File: config.mk
export PLATFORM = sky130hd
export DESIGN_NAME = sisc_seq_ctrl_flat
export DESIGN_NICKNAME = d
export VERILOG_FILES = /design/src/rtl/sisc_seq_ctrl_if.sv /design/src/rtl/sisc_seq_ctrl.sv /design/src/flat_wrapper.sv
export SDC_FILE = /design/constraint.sdc
export NUM_CORES = 1
export LEC_CHECK = 0
export ABC_AREA = 1
export BUFFER_PORTS_ARGS = -buffer_cell sky130_fd_sc_hd__buf_2
export CAP_MARGIN = 20
export CORE_MARGIN = 3
export CORE_UTILIZATION = 40
export DETAILED_ROUTE_END_ITERATION = 12
export HOLD_SLACK_MARGIN = 0.1
export PLACE_DENSITY = 0.65
export REMOVE_ABC_BUFFERS = 1
export SLEW_MARGIN = 25
export SYNTH_ARGS = -nofsm -noshare
export SYNTH_HDL_FRONTEND = slang
export SYNTH_SLANG_ARGS = --single-unit
File: constraint.sdc
create_clock -name clk -period 1.5 [get_ports clk]
set_input_delay 0.3 -clock clk [delete_from_list [all_inputs] [get_ports clk]]
set_output_delay 0.3 -clock clk [all_outputs]
set_load 0.05 [all_outputs]
File: src/rtl/sisc_seq_ctrl_if.sv
// Instruction/data memory handshakes and datapath control strobes between the
// SISC sequencer (master) and the datapath/memory side (slave).
interface sisc_seq_ctrl_if;
  logic [31:0] ir_in;
  logic        imem_ack;
  logic        dmem_ack;
  logic [3:0]  stat;
  logic        imem_req;
  logic        ir_load;
  logic        pc_write;
  logic        pc_sel;
  logic        rf_we;
  logic        rb_sel;
  logic [1:0]  alu_op;
  logic        stat_en;
  logic        wb_sel;
  logic        dmem_req;
  logic        dmem_we;
  logic [31:0] ir;
  logic        halted;
  logic        err;
  logic [2:0]  state;

  modport master (
    input  ir_in, imem_ack, dmem_ack, stat,
    output imem_req, ir_load, pc_write, pc_sel, rf_we, rb_sel, alu_op,
           stat_en, wb_sel, dmem_req, dmem_we, ir, halted, err, state
  );

  modport slave (
    output ir_in, imem_ack, dmem_ack, stat,
    input  imem_req, ir_load, pc_write, pc_sel, rf_we, rb_sel, alu_op,
           stat_en, wb_sel, dmem_req, dmem_we, ir, halted, err, state
  );
endinterface

File: src/rtl/sisc_seq_ctrl.sv
// Multi-cycle SISC sequencer: 3 (BRA/NOP), 4 (ALU/STR) or 5 (LOD) cycles per instruction with zero-wait acks.
// Stalls in FETCH/MEM while req waits for ack; a wait of TIMEOUT cycles halts with a sticky err.
module sisc_seq_ctrl #(
  parameter int TIMEOUT = 15,
  parameter int CNT_W   = 8
) (
  input  logic            clk,
  input  logic            rst_f,
  sisc_seq_ctrl_if.master bus
);

  typedef enum logic [2:0] {
    S_RESET  = 3'd0,
    S_FETCH  = 3'd1,
    S_DECODE = 3'd2,
    S_EXEC   = 3'd3,
    S_MEM    = 3'd4,
    S_WB     = 3'd5,
    S_HALT   = 3'd6
  } state_t;

  state_t             state_q, state_d;
  logic [31:0]        ir_q;
  logic [CNT_W-1:0]   cnt_q;
  logic               err_q;

  logic [3:0] opcode, mm;
  logic       is_alu, is_lod, is_str, is_bra, is_hlt, br_taken;
  logic       wait_req, req_ack, timeout_hit;

  assign opcode   = ir_q[31:28];
  assign mm       = ir_q[27:24];
  assign is_alu   = (opcode == 4'h1) || (opcode == 4'h2);
  assign is_lod   = (opcode == 4'h8);
  assign is_str   = (opcode == 4'h9);
  assign is_bra   = (opcode == 4'h4);
  assign is_hlt   = (opcode == 4'hF);
  assign br_taken = (mm == 4'h0) || ((bus.stat & mm) != 4'h0);

  assign wait_req    = (state_q == S_FETCH) || (state_q == S_MEM);
  assign req_ack     = ((state_q == S_FETCH) && bus.imem_ack) ||
                       ((state_q == S_MEM) && bus.dmem_ack);
  // An ack in the final allowed cycle beats the timeout.
  assign timeout_hit = wait_req && !req_ack && (cnt_q == CNT_W'(TIMEOUT - 1));

  always_ff @(posedge clk) begin
    if (rst_f) begin
      state_q <= S_RESET;
      ir_q    <= 32'd0;
      cnt_q   <= '0;
      err_q   <= 1'b0;
    end else begin
      state_q <= state_d;
      if ((state_q == S_FETCH) && bus.imem_ack)
        ir_q <= bus.ir_in;
      if (wait_req && !req_ack)
        cnt_q <= cnt_q + 1'b1;
      else
        cnt_q <= '0;
      if (timeout_hit)
        err_q <= 1'b1;
    end
  end

  always_comb begin
    state_d = state_q;
    case (state_q)
      S_RESET:  state_d = S_FETCH;
      S_FETCH: begin
        if (bus.imem_ack)     state_d = S_DECODE;
        else if (timeout_hit) state_d = S_HALT;
      end
      S_DECODE: state_d = is_hlt ? S_HALT : S_EXEC;
      S_EXEC: begin
        if (is_alu)                 state_d = S_WB;
        else if (is_lod || is_str)  state_d = S_MEM;
        else                        state_d = S_FETCH;
      end
      S_MEM: begin
        if (bus.dmem_ack)     state_d = is_lod ? S_WB : S_FETCH;
        else if (timeout_hit) state_d = S_HALT;
      end
      S_WB:     state_d = S_FETCH;
      S_HALT:   state_d = S_HALT;
      default:  state_d = S_RESET;
    endcase
  end

  // Everything is forced low while rst_f is high so an abort never leaks a strobe.
  always_comb begin
    bus.imem_req = 1'b0;
    bus.ir_load  = 1'b0;
    bus.pc_write = 1'b0;
    bus.pc_sel   = 1'b0;
    bus.rf_we    = 1'b0;
    bus.rb_sel   = 1'b0;
    bus.alu_op   = 2'b00;
    bus.stat_en  = 1'b0;
    bus.wb_sel   = 1'b0;
    bus.dmem_req = 1'b0;
    bus.dmem_we  = 1'b0;
    bus.halted   = 1'b0;
    bus.err      = 1'b0;
    bus.ir       = 32'd0;
    bus.state    = 3'd0;
    if (!rst_f) begin
      bus.state = state_q;
      bus.ir    = ir_q;
      bus.err   = err_q;
      case (state_q)
        S_FETCH: begin
          bus.imem_req = 1'b1;
          bus.ir_load  = bus.imem_ack;
        end
        S_EXEC: begin
          if (is_alu) begin
            bus.alu_op  = (opcode == 4'h1) ? 2'b01 : 2'b10;
            bus.stat_en = 1'b1;
          end else if (is_lod || is_str) begin
            bus.alu_op = 2'b11;
          end else begin
            // BRA and NOP-class instructions retire here.
            bus.pc_write = 1'b1;
            bus.pc_sel   = is_bra && br_taken;
          end
        end
        S_MEM: begin
          bus.dmem_req = 1'b1;
          bus.dmem_we  = is_str;
          bus.rb_sel   = is_str;
          bus.pc_write = is_str && bus.dmem_ack;
        end
        S_WB: begin
          bus.rf_we    = 1'b1;
          bus.wb_sel   = is_lod;
          bus.pc_write = 1'b1;
        end
        S_HALT:  bus.halted = 1'b1;
        default: ;
      endcase
    end
  end

endmodule

File: src/flat_wrapper.sv
// flat-port wrapper written by rule: the top's interface ports become plain ports
module sisc_seq_ctrl_flat 
#(
  parameter int TIMEOUT = 15,
  parameter int CNT_W   = 8
)
  (clk, rst_f, bus_ir_in, bus_imem_ack, bus_dmem_ack, bus_stat, bus_imem_req, bus_ir_load, bus_pc_write, bus_pc_sel, bus_rf_we, bus_rb_sel, bus_alu_op, bus_stat_en, bus_wb_sel, bus_dmem_req, bus_dmem_we, bus_ir, bus_halted, bus_err, bus_state);
  sisc_seq_ctrl_if bus_i ();
  input  logic clk;
  input  logic rst_f;
  input wire logic [$bits(bus_i.ir_in)-1:0] bus_ir_in;
  input wire logic [$bits(bus_i.imem_ack)-1:0] bus_imem_ack;
  input wire logic [$bits(bus_i.dmem_ack)-1:0] bus_dmem_ack;
  input wire logic [$bits(bus_i.stat)-1:0] bus_stat;
  output wire logic [$bits(bus_i.imem_req)-1:0] bus_imem_req;
  output wire logic [$bits(bus_i.ir_load)-1:0] bus_ir_load;
  output wire logic [$bits(bus_i.pc_write)-1:0] bus_pc_write;
  output wire logic [$bits(bus_i.pc_sel)-1:0] bus_pc_sel;
  output wire logic [$bits(bus_i.rf_we)-1:0] bus_rf_we;
  output wire logic [$bits(bus_i.rb_sel)-1:0] bus_rb_sel;
  output wire logic [$bits(bus_i.alu_op)-1:0] bus_alu_op;
  output wire logic [$bits(bus_i.stat_en)-1:0] bus_stat_en;
  output wire logic [$bits(bus_i.wb_sel)-1:0] bus_wb_sel;
  output wire logic [$bits(bus_i.dmem_req)-1:0] bus_dmem_req;
  output wire logic [$bits(bus_i.dmem_we)-1:0] bus_dmem_we;
  output wire logic [$bits(bus_i.ir)-1:0] bus_ir;
  output wire logic [$bits(bus_i.halted)-1:0] bus_halted;
  output wire logic [$bits(bus_i.err)-1:0] bus_err;
  output wire logic [$bits(bus_i.state)-1:0] bus_state;
  assign bus_i.ir_in = bus_ir_in;
  assign bus_i.imem_ack = bus_imem_ack;
  assign bus_i.dmem_ack = bus_dmem_ack;
  assign bus_i.stat = bus_stat;
  assign bus_imem_req = bus_i.imem_req;
  assign bus_ir_load = bus_i.ir_load;
  assign bus_pc_write = bus_i.pc_write;
  assign bus_pc_sel = bus_i.pc_sel;
  assign bus_rf_we = bus_i.rf_we;
  assign bus_rb_sel = bus_i.rb_sel;
  assign bus_alu_op = bus_i.alu_op;
  assign bus_stat_en = bus_i.stat_en;
  assign bus_wb_sel = bus_i.wb_sel;
  assign bus_dmem_req = bus_i.dmem_req;
  assign bus_dmem_we = bus_i.dmem_we;
  assign bus_ir = bus_i.ir;
  assign bus_halted = bus_i.halted;
  assign bus_err = bus_i.err;
  assign bus_state = bus_i.state;
  sisc_seq_ctrl #(.TIMEOUT(TIMEOUT), .CNT_W(CNT_W)) u_core (.clk(clk), .rst_f(rst_f), .bus(bus_i));
endmodule
==> metrics.md, run 1 <==
| Metric | Value |
|---|---|
| Hold_buf cts | `0` |
| Final #Nets | `464` |
| Starting Density | `0.4165` |
| Internal | `0.002077 W` |
| Average size of a mapped cell | `6.818 um2` |
| Post-route ant nets | `0` |
| Global-route wire length before repair | `9149 um` |
| CTS tree | `built` |
| DRC violations left | `0` |
| CTS Buf Count | `5` |
| Cells after synthesis | `316` |
| Clock Path Buffers | `2` |
| Area Growth Syn to Fin | `50.76%` |
| Via count of the first global-routing pass | `2,148` |
| Clock skew after layout | `0.005943 ns` |
| Net Sw Power | `0.0009912 W` |
| Final hold viol count | `0` |
| Slew headroom | `0.7306` |
| Setup crit start kind | `flip-flop` |
| Final period demand of the worst path | `1.778 ns` |
| Root buffer cell | `clkbuf_8` |
| Synth warn | `0` |
| RSZ-0062 raised after global routing | `yes` |
| Most frequent cells in the layout | `67 x buf_2, 51 x nor2_1, 44 x inv_1` |
| Final setup vio count | `14` |
| Chip Height | `79.39 um` |
| Critical Path, Cell by Cell | `buf_6, inv_4, nor2_4, nand2_2, o21ai_1, nor2_1, nor2_1, buf_6` |
| Area of the mapped netlist | `0.002155 mm2` |
| Layout Cells excl Fill | `493` |
| Combinational cell fraction of total power | `0.287` |
| Sw frac | `0.3231` |
| Slew Limit Fails | `0` |
| HPWL after DPL | `4007 um` |
| Via-to-Cell Ratio | `4.710` |
| Crit-path slowest cell | `dfxtp_4` |
| CP Data Required Time | `1.20 ns` |
| Power per cell area | `944.6 mW/mm2` |
| GRT overflow | `0` |
| Die area | `0.006303 mm2` |
| Sequential element share of the synthesized area | `0.4088` |
| Final period util | `1.185` |
| Max IR drop VDD | `0.0006479 V` |
| Critical Path AT | `1.48 ns` |
| Max_cap viols | `0` |
| Post-synthesis register bit count | `44` |
| Clock share of power | `0.285` |
| Core box area | `0.005172 mm2` |
| Port bufs | `88` |
| Global Route Usage Sum | `0.1807` |
| Initial antenna violation count | `0` |
| Dpl cells | `479` |
| Setup crit end kind | `primary output` |
| Slew @ Worst Pin | `0.4010 ns` |
| Tot Pwr | `0.003068 W` |
| Via count | `2,322` |
| Slowest stage delay, CP | `0.39 ns` |
| Worst hold path class | `in -> reg` |
| Worst-path clk slew | `0.08 ns` |
| Hold path depth | `3` |
| GP Congestion | `0.8019` |
| Worst setup path category | `reg -> out` |
| Largest net degree at the start of global routing | `66` |
| Clk sinks | `44` |
| Chip width | `79.39 um` |
| Ports | `89` |
| Final setup TNS | `-2.477 ns` |
| H-tree depth | `2` |
| Worst-path fanout max | `4` |
| Leak | `1.493 nW` |
| Clock latency on the worst-skew pair | `0.29 ns` |
| Row count | `26` |
| Pre-CTS WS | `-0.07083 ns` |
| Final WS setup | `-0.2776 ns` |
| DRC marker count from the first detailed-route iteration | `82` |
| Router iterations before antenna repair | `5` |
| Failing checks | `setup timing` |
| FF-to-FF path depth | `8` |
| Fmax | `562.6 MHz` |
| Status | `finished, violations left` |
| WL/cell | `12.06 um` |
| Final instance area | `0.003248 mm2` |
| Commonest non-fill, non-tap cell in the layout | `buf_2` |
| Ant diodes | `0` |
| Synth unique cells | `27` |
| DRT Wirelength | `5948 um` |
| Reg power frac | `0.427` |
| Placed cell areas | `0.002751 mm2` |
| Layout cells sized above 1 | `0.3948` |
-- critical path, delay by kind of cell (launching register included) --
kind | cells | cell delay, ns
buf+inv | 3 | 0.31
compound gates | 1 | 0.09
flops | 1 | 0.39
simple gates | 4 | 0.39
-- sequential cells by signal (all words and copies together), names as in the netlist --
register,cells
u_core.ir_q,32
u_core.cnt_q,8
u_core.state_q,3
u_core.err_q,1
-- Yosys cell counts --
cell type  number  share of area
nor3b_2         1         0.0058
o21ai_1         6          0.014
xnor2_1         1         0.0041
nor4_1          2         0.0058
buf_4           2         0.0070
nor2_4          1         0.0052
nand4_1         4          0.012
inv_2           2         0.0035
nor3_1          4         0.0093
dfxtp_1        44           0.41
buf_6           5          0.026
xor2_1          1         0.0041
nand3_2         1         0.0046
a21oi_1        38          0.088
nand2_1        31          0.054
o21ai_0        28          0.065
ha_1            2          0.012
o21a_1          1         0.0035
clkbuf_1        8          0.014
nor2_1         63           0.11
nand3_1        15          0.035
nand3b_1        1         0.0035
o211a_1         1         0.0046
inv_1          49          0.085
a31oi_2         1         0.0058
buf_2           3         0.0070
nand2_2         1         0.0029
-- repair_timing --
item,CTS,global route
pin swaps,7,13
setup buffers,3,4
cloned,0,0
setup endpoints to repair,34,51
resized for setup,66,53
-- power groups by stage --
stage | Combinational, W | Clock [W] | Sequential (W)
after floorplan | 0.000465 | 0 | 0.00132
after global placement | 0.000729 | 0 | 0.00132
after detailed placement | 0.000734 | 0 | 0.00132
after CTS | 0.000813 | 0.000914 | 0.00131
after global routing | 0.000955 | 0.000952 | 0.00132
final | 0.000881 | 0.000876 | 0.00131
-- metal layers --
layer | up-vias | wire (um) | global-route usage
met5 | - | 0 | 0
li1 | 1211 | - | -
met3 | 10 | 384 | 0.04515
met4 | 0 | 95 | 0.05670
met1 | 1023 | 2540 | 0.2092
met2 | 78 | 2928 | 0.3249
-- metrics by stage --
step	utilization	hold WS (ns)
floorplan	-	0.3656
global placement	0.5319	0.4393
detailed placement	0.5319	0.4420
CTS	0.5946	0.2615
global route	0.6280	0.2654
finish	0.6280	0.2696
-- cells by family (layout without fill, tap and decap cells) --
family,count (synthesis),in the layout,share of synthesized area
buffers and inverters,69,176,0.1429
XOR/XNOR,2,2,0.008132
adder cells (fa/ha/maj),2,2,0.01161
flip-flops,44,44,0.4088
AND/OR/NAND/NOR,124,124,0.2474
AO/OA/AOI/OAI,75,75,0.1812
-- layout make-up --
| class | instances | area (um2) |
|---|---|---|
| repair buffers | 117 | 830.8 |
| multi-input cells | 203 | 1124 |
| inverters | 51 | 198.9 |
| well taps | 70 | 87.58 |
| fillers | 460 | 1924 |
| clock buffers | 6 | 72.57 |
| clock inverters | 2 | 35.03 |
| flip-flops and latches | 44 | 899.6 |
-- worst paths after layout --
| check | start | end | slack [ns] |
|---|---|---|---|
| setup / recovery | u_core.state_q[0]$_SDFF_PP0_ | bus_pc_write | -0.28 |
| hold / removal | bus_ir_in[5] | u_core.ir_q[5]$_SDFFE_PP0P_ | 0.27 |
| setup reg to reg | u_core.state_q[0]$_SDFF_PP0_ | u_core.ir_q[30]$_SDFFE_PP0P_ | 0.08 |
| hold reg to reg | u_core.ir_q[9]$_SDFFE_PP0P_ | u_core.ir_q[9]$_SDFFE_PP0P_ | 0.45 |
Note: power is estimated with default switching activity, not from simulation.
==> run 2: changes to the inputs <==
Settings changed: TNS_END_PERCENT set to 30.
Clock period 1.5 ns to 1.7 ns, I/O delays scaled along.
==> metrics.md, run 2 (synthesized netlist as in run 1, its figures left out) <==
| Metric | Value |
|---|---|
| Global-route wire length before repair | `8742 um` |
| Ports | `89` |
| Final period util | `1.048` |
| Final setup vio count | `9` |
| Chip Height | `79.39 um` |
| Slew @ Worst Pin | `0.3803 ns` |
| Router iterations before antenna repair | `4` |
| Final WS setup | `-0.08237 ns` |
| Global Route Usage Sum | `0.1714` |
| Starting Density | `0.4165` |
| Final #Nets | `446` |
| Clock skew after layout | `0.004438 ns` |
| Ant diodes | `0` |
| Worst-path fanout max | `4` |
| Via count | `2,267` |
| Worst hold path class | `in -> reg` |
| Area Growth Syn to Fin | `33.39%` |
| Flop-to-flop setup slack | `0.31 ns` |
| Row count | `26` |
| Worst hold slack | `0.3236 ns` |
| Commonest non-fill, non-tap cell in the layout | `buf_2` |
| Fillcell total | `503` |
| Via count of the first global-routing pass | `2,050` |
| Largest registers | `u_core.ir_q (32), u_core.cnt_q (8), u_core.state_q (3)` |
| Post-route ant nets | `0` |
| H-tree depth | `2` |
| HPWL after DPL | `3808 um` |
| Fmax | `561.1 MHz` |
| Hold_buf cts | `0` |
| CTS tree | `built` |
| DRC marker count from the first detailed-route iteration | `55` |
| Critical Path AT | `1.44 ns` |
| Initial antenna violation count | `0` |
| Die area | `0.006303 mm2` |
| Hold path depth | `3` |
| Via-to-Cell Ratio | `4.803` |
| Setup crit start kind | `flip-flop` |
| Power per cell area | `823.4 mW/mm2` |
| Multi-input logic area | `0.001023 mm2` |
| Worst Hold Endpoint | `u_core.ir_q[31]$_SDFFE_PP0P_` |
| DRC violations left | `0` |
| CP Data Required Time | `1.36 ns` |
| Port bufs | `88` |
| Layout cells sized above 1 | `0.3333` |
| Worst R2R Start | `u_core.state_q[1]$_SDFF_PP0_` |
| Tot Pwr | `0.002367 W` |
| Final period demand of the worst path | `1.782 ns` |
| Final setup TNS | `-0.3563 ns` |
| Most frequent cells in the layout | `76 x buf_2, 59 x nor2_1, 45 x inv_1` |
| Failing checks | `setup timing` |
| Leak | `1.359 nW` |
| Max_cap viols | `0` |
| Clk sinks | `44` |
| GRT overflow | `0` |
| WL/cell | `11.10 um` |
| CTS Buf Count | `5` |
| Slew headroom | `0.7445` |
| Layout Cells excl Fill | `472` |
| Chip width | `79.39 um` |
| Final hold viol count | `0` |
| Setup crit end kind | `primary output` |
| Min-delay src | `bus_ir_in[31]` |
| Clock Path Buffers | `2` |
| Worst-path clk slew | `0.07 ns` |
| Core box area | `0.005172 mm2` |
| Status | `finished, violations left` |
| Clock latency on the worst-skew pair | `0.28 ns` |
| GP Congestion | `0.8910` |
| Dpl cells | `465` |
| RSZ-0062 raised after global routing | `yes` |
| FF/Latch Area | `894.6 um2` |
| Slew Limit Fails | `0` |
| Biggest register | `u_core.ir_q` |
| Root buffer cell | `clkbuf_8` |
| FF-to-FF path depth | `6` |
| Worst setup path category | `reg -> out` |
| Largest register FFs | `32` |
| Largest net degree at the start of global routing | `62` |
| Max IR drop VDD | `0.0005176 V` |
| Terminus of the critical flop-to-flop path | `u_core.ir_q[27]$_SDFFE_PP0P_` |
| DRT Wirelength | `5241 um` |
| Pre-CTS WS | `0.06757 ns` |
==> run 2: repair_timing <==
item | CTS | global route
pin swaps | 5 | 2
resized for setup | 45 | 6
setup endpoints to repair | 11 | 12
setup buffers | 2 | 0
endpoints found under the hold margin | 0 | 0
==> run 2: critical path, stage by stage, from the launching register on <==
cell and delay, ns:
dfxtp_4 0.37, nor2_4 0.14, nand3_1 0.13, o21ai_1 0.16
nor2_1 0.05, nor2_1 0.14, buf_6 0.18
==> run 2: routing by layer <==
layer / vias up / global-route usage / share of wire
met3: 11 / 0.04966 / 0.075
met1: 998 / 0.2049 / 0.45
met5: - / 0 / 0
met4: 0 / 0.06701 / 0.020
li1: 1172 / - / -
met2: 86 / 0.2887 / 0.46
==> run 2: worst max path at each step <==
| stage | start | endpoint | slack [ns] |
|---|---|---|---|
| 2_1_floorplan | u_core.state_q[1]$_SDFF_PP0_ | bus_dmem_we | -1.33 |
| 3_3_place_gp | rst_f | bus_pc_sel | 0.06 |
| 3_5_place_dp | u_core.ir_q[31]$_SDFFE_PP0P_ | bus_pc_sel | 0.07 |
| 4_1_cts | u_core.state_q[1]$_SDFF_PP0_ | bus_pc_write | -0.06 |
| 5_1_grt | u_core.state_q[0]$_SDFF_PP0_ | bus_pc_write | -0.17 |
| 6_report | u_core.state_q[0]$_SDFF_PP0_ | bus_pc_write | -0.08 |
==> run 2: final cells by class <==
| class | instances | area share |
|---|---|---|
| Timing Repair Buffer | 99 | 0.2116 |
| Sequential cell | 44 | 0.3113 |
| Inverter | 51 | 0.06661 |
| Tap cell | 70 | 0.03047 |
| Clock buffer | 5 | 0.02394 |
| Multi-Input combinational cell | 203 | 0.3561 |
==> run 2: power breakdown <==
group | internal, W | leakage [nW] | switching [W] | total (W)
registers | 0.00112 | 0.363 | 0.0000394 | 0.00115
clock network | 0.000265 | 0.0359 | 0.000306 | 0.000571
logic | 0.000199 | 0.960 | 0.000441 | 0.000640
total | 0.00158 | 1.36 | 0.000787 | 0.00237
==> run 2: metrics by stage <==
| step | cell area [um2] | utilization |
|---|---|---|
| 2_1_floorplan | 2038 | - |
| 3_3_place_gp | 2659 | 0.5140 |
| 3_5_place_dp | 2659 | 0.5140 |
| 4_1_cts | 2858 | 0.5525 |
| 5_1_grt | 2874 | 0.5556 |
| 6_report | 2874 | 0.5556 |
==> run 3: changes to the inputs <==
Settings changed: CTS_BUF_LIST set to sky130_fd_sc_hd__clkbuf_4.
==> metrics.md, run 3 (synthesized netlist as in run 1, its figures left out) <==
| Metric | Value |
|---|---|
| Status | `finished, violations left` |
| Failing checks | `setup timing` |
| Internal | `0.001456 W` |
| Starting Density | `0.4165` |
| Chip width | `79.39 um` |
| Slew Limit Fails | `0` |
| Via count of the first global-routing pass | `2,044` |
| Buffers & Inverters on Critical Path | `1` |
| Final hold viol count | `0` |
| Flop-to-flop setup slack | `0.30 ns` |
| Net Sw Power | `0.0007872 W` |
| Combinational cell fraction of total power | `0.287` |
| GRT overflow | `0` |
| Core box area | `0.005172 mm2` |
| Sw frac | `0.3510` |
| Final period util | `1.091` |
| Initial antenna violation count | `0` |
| Power per cell area | `784.8 mW/mm2` |
| HPWL after DPL | `3808 um` |
| Final period demand of the worst path | `1.855 ns` |
| Largest net degree at the start of global routing | `62` |
| H-tree depth | `2` |
| CTS Buf Count | `5` |
| Row count | `26` |
| Via-to-Cell Ratio | `4.803` |
| Slew @ Worst Pin | `0.3957 ns` |
| Setup crit end kind | `primary output` |
| Worst-path clk slew | `0.11 ns` |
| Biggest register | `u_core.ir_q` |
| Post-route ant nets | `0` |
| DRC violations left | `0` |
| Reg power frac | `0.514` |
| Router iterations before antenna repair | `4` |
| Leak | `1.348 nW` |
| Ports | `89` |
| Max_cap viols | `0` |
| Commonest non-fill, non-tap cell in the layout | `buf_2` |
| Worst hold path class | `in -> reg` |
| Die area | `0.006303 mm2` |
| Largest registers | `u_core.ir_q (32), u_core.cnt_q (8), u_core.state_q (3)` |
| Final WS setup | `-0.1549 ns` |
| Final instance area | `0.002858 mm2` |
| Layout cells sized above 1 | `0.3333` |
| Max IR drop VDD | `0.0004586 V` |
| Clock share of power | `0.198` |
| Via count | `2,267` |
| Setup crit start kind | `flip-flop` |
| Hold_buf cts | `0` |
| CTS tree | `built` |
| Chip Height | `79.39 um` |
| Slowest stage delay, CP | `0.38 ns` |
| Global Route Usage Sum | `0.1714` |
| Crit-path slowest cell | `dfxtp_4` |
| Placed cell areas | `0.002659 mm2` |
| Fmax | `539.1 MHz` |
| GP Congestion | `0.8910` |
| Clock Path Buffers | `2` |
| CP Data Required Time | `1.36 ns` |
| Global-route wire length before repair | `8707 um` |
| WL/cell | `11.25 um` |
| Most frequent CP cell | `nor2_1` |
| Critical Path AT | `1.51 ns` |
| Final setup vio count | `10` |
| Root buffer cell | `clkbuf_4` |
| Pre-CTS WS | `0.06757 ns` |
| Clock skew after layout | `0.006639 ns` |
| Area Growth Syn to Fin | `32.64%` |
| Final #Nets | `446` |
| Critical Path, Cell by Cell | `nor2_4, nand3_1, o21ai_1, nor2_1, nor2_1, buf_6` |
| Largest register FFs | `32` |
| DRT Wirelength | `5310 um` |
| Crit path max-delay family | `simple AND/OR/NAND/NOR gates` |
| Worst setup path category | `reg -> out` |
| Most frequent cells in the layout | `74 x buf_2, 59 x nor2_1, 45 x inv_1` |
| RSZ-0062 raised after global routing | `yes` |
| Slew headroom | `0.7342` |
| Clk sinks | `44` |
| DRC marker count from the first detailed-route iteration | `59` |
| Ant diodes | `0` |
| Clock latency on the worst-skew pair | `0.35 ns` |
| Worst-path fanout max | `4` |
| Port bufs | `88` |
-- run 3: cell types whose count changed in the layout (fill, tap and decap cells not counted) --
cell      delta
clkbuf_8     -5
buf_2        -2
dfxtp_2      -1
clkbuf_4     +5
buf_6        +2
dfxtp_4      +1
-- run 3: tightest hold or removal path: stages --
cell and delay [ns]:
buf_2 0.08, o21ai_1 0.06, a21oi_1 0.09
-- run 3: area by class of cell --
type | instances | area, um2
clock buffers | 5 | 37.54
fillers | 498 | 2315
inverters | 51 | 191.4
multi-input cells | 203 | 1023
flip-flops and latches | 44 | 897.1
well taps | 70 | 87.58
repair buffers | 99 | 620.6
-- run 3: worst paths after layout --
path,from,to,cells after the start
max,u_core.state_q[0]$_SDFF_PP0_,bus_pc_write,6
min,bus_ir_in[31],u_core.ir_q[31]$_SDFFE_PP0P_,3
max reg2reg,u_core.state_q[1]$_SDFF_PP0_,u_core.ir_q[27]$_SDFFE_PP0P_,6
min reg2reg,u_core.ir_q[15]$_SDFFE_PP0P_,u_core.ir_q[15]$_SDFFE_PP0P_,2
-- run 3: stage by stage --
stage	hold slack, ns	total power, W	util	setup TNS (ns)	cells
after CTS	0.2407	0.002254	0.5474	-1.198	472
after floorplan	0.4056	0.001574	-	-4.896	298
after global routing	0.2466	0.002370	0.5525	-2.184	472
final	0.2550	0.002243	0.5525	-1.125	472
after global placement	0.4386	0.001769	0.5140	0	465
after detailed placement	0.4433	0.001774	0.5140	0	465
-- run 3: what timing repair did --
action | CTS | global route
setup buffers | 2 | 0
pin swaps | 5 | 2
resized for setup | 47 | 9
endpoints found under the hold margin | 0 | 0
setup endpoints to repair | 13 | 14
-- run 3: power groups by stage --
stage	Combinational, W	Sequential [W]	Clock (W)
floorplan	0.000410	0.00116	0
global placement	0.000602	0.00117	0
detailed placement	0.000604	0.00117	0
CTS	0.000637	0.00115	0.000463
global route	0.000706	0.00116	0.000500
finish	0.000645	0.00115	0.000444
-- run 3: metal layers --
| layer | part of all wire | vias up | GRT usage |
|---|---|---|---|
| met5 | 0 | - | 0 |
| met4 | 0.023 | 0 | 0.06873 |
| met3 | 0.081 | 12 | 0.04966 |
| met2 | 0.45 | 81 | 0.2879 |
| met1 | 0.44 | 997 | 0.2049 |
| li1 | - | 1177 | - |
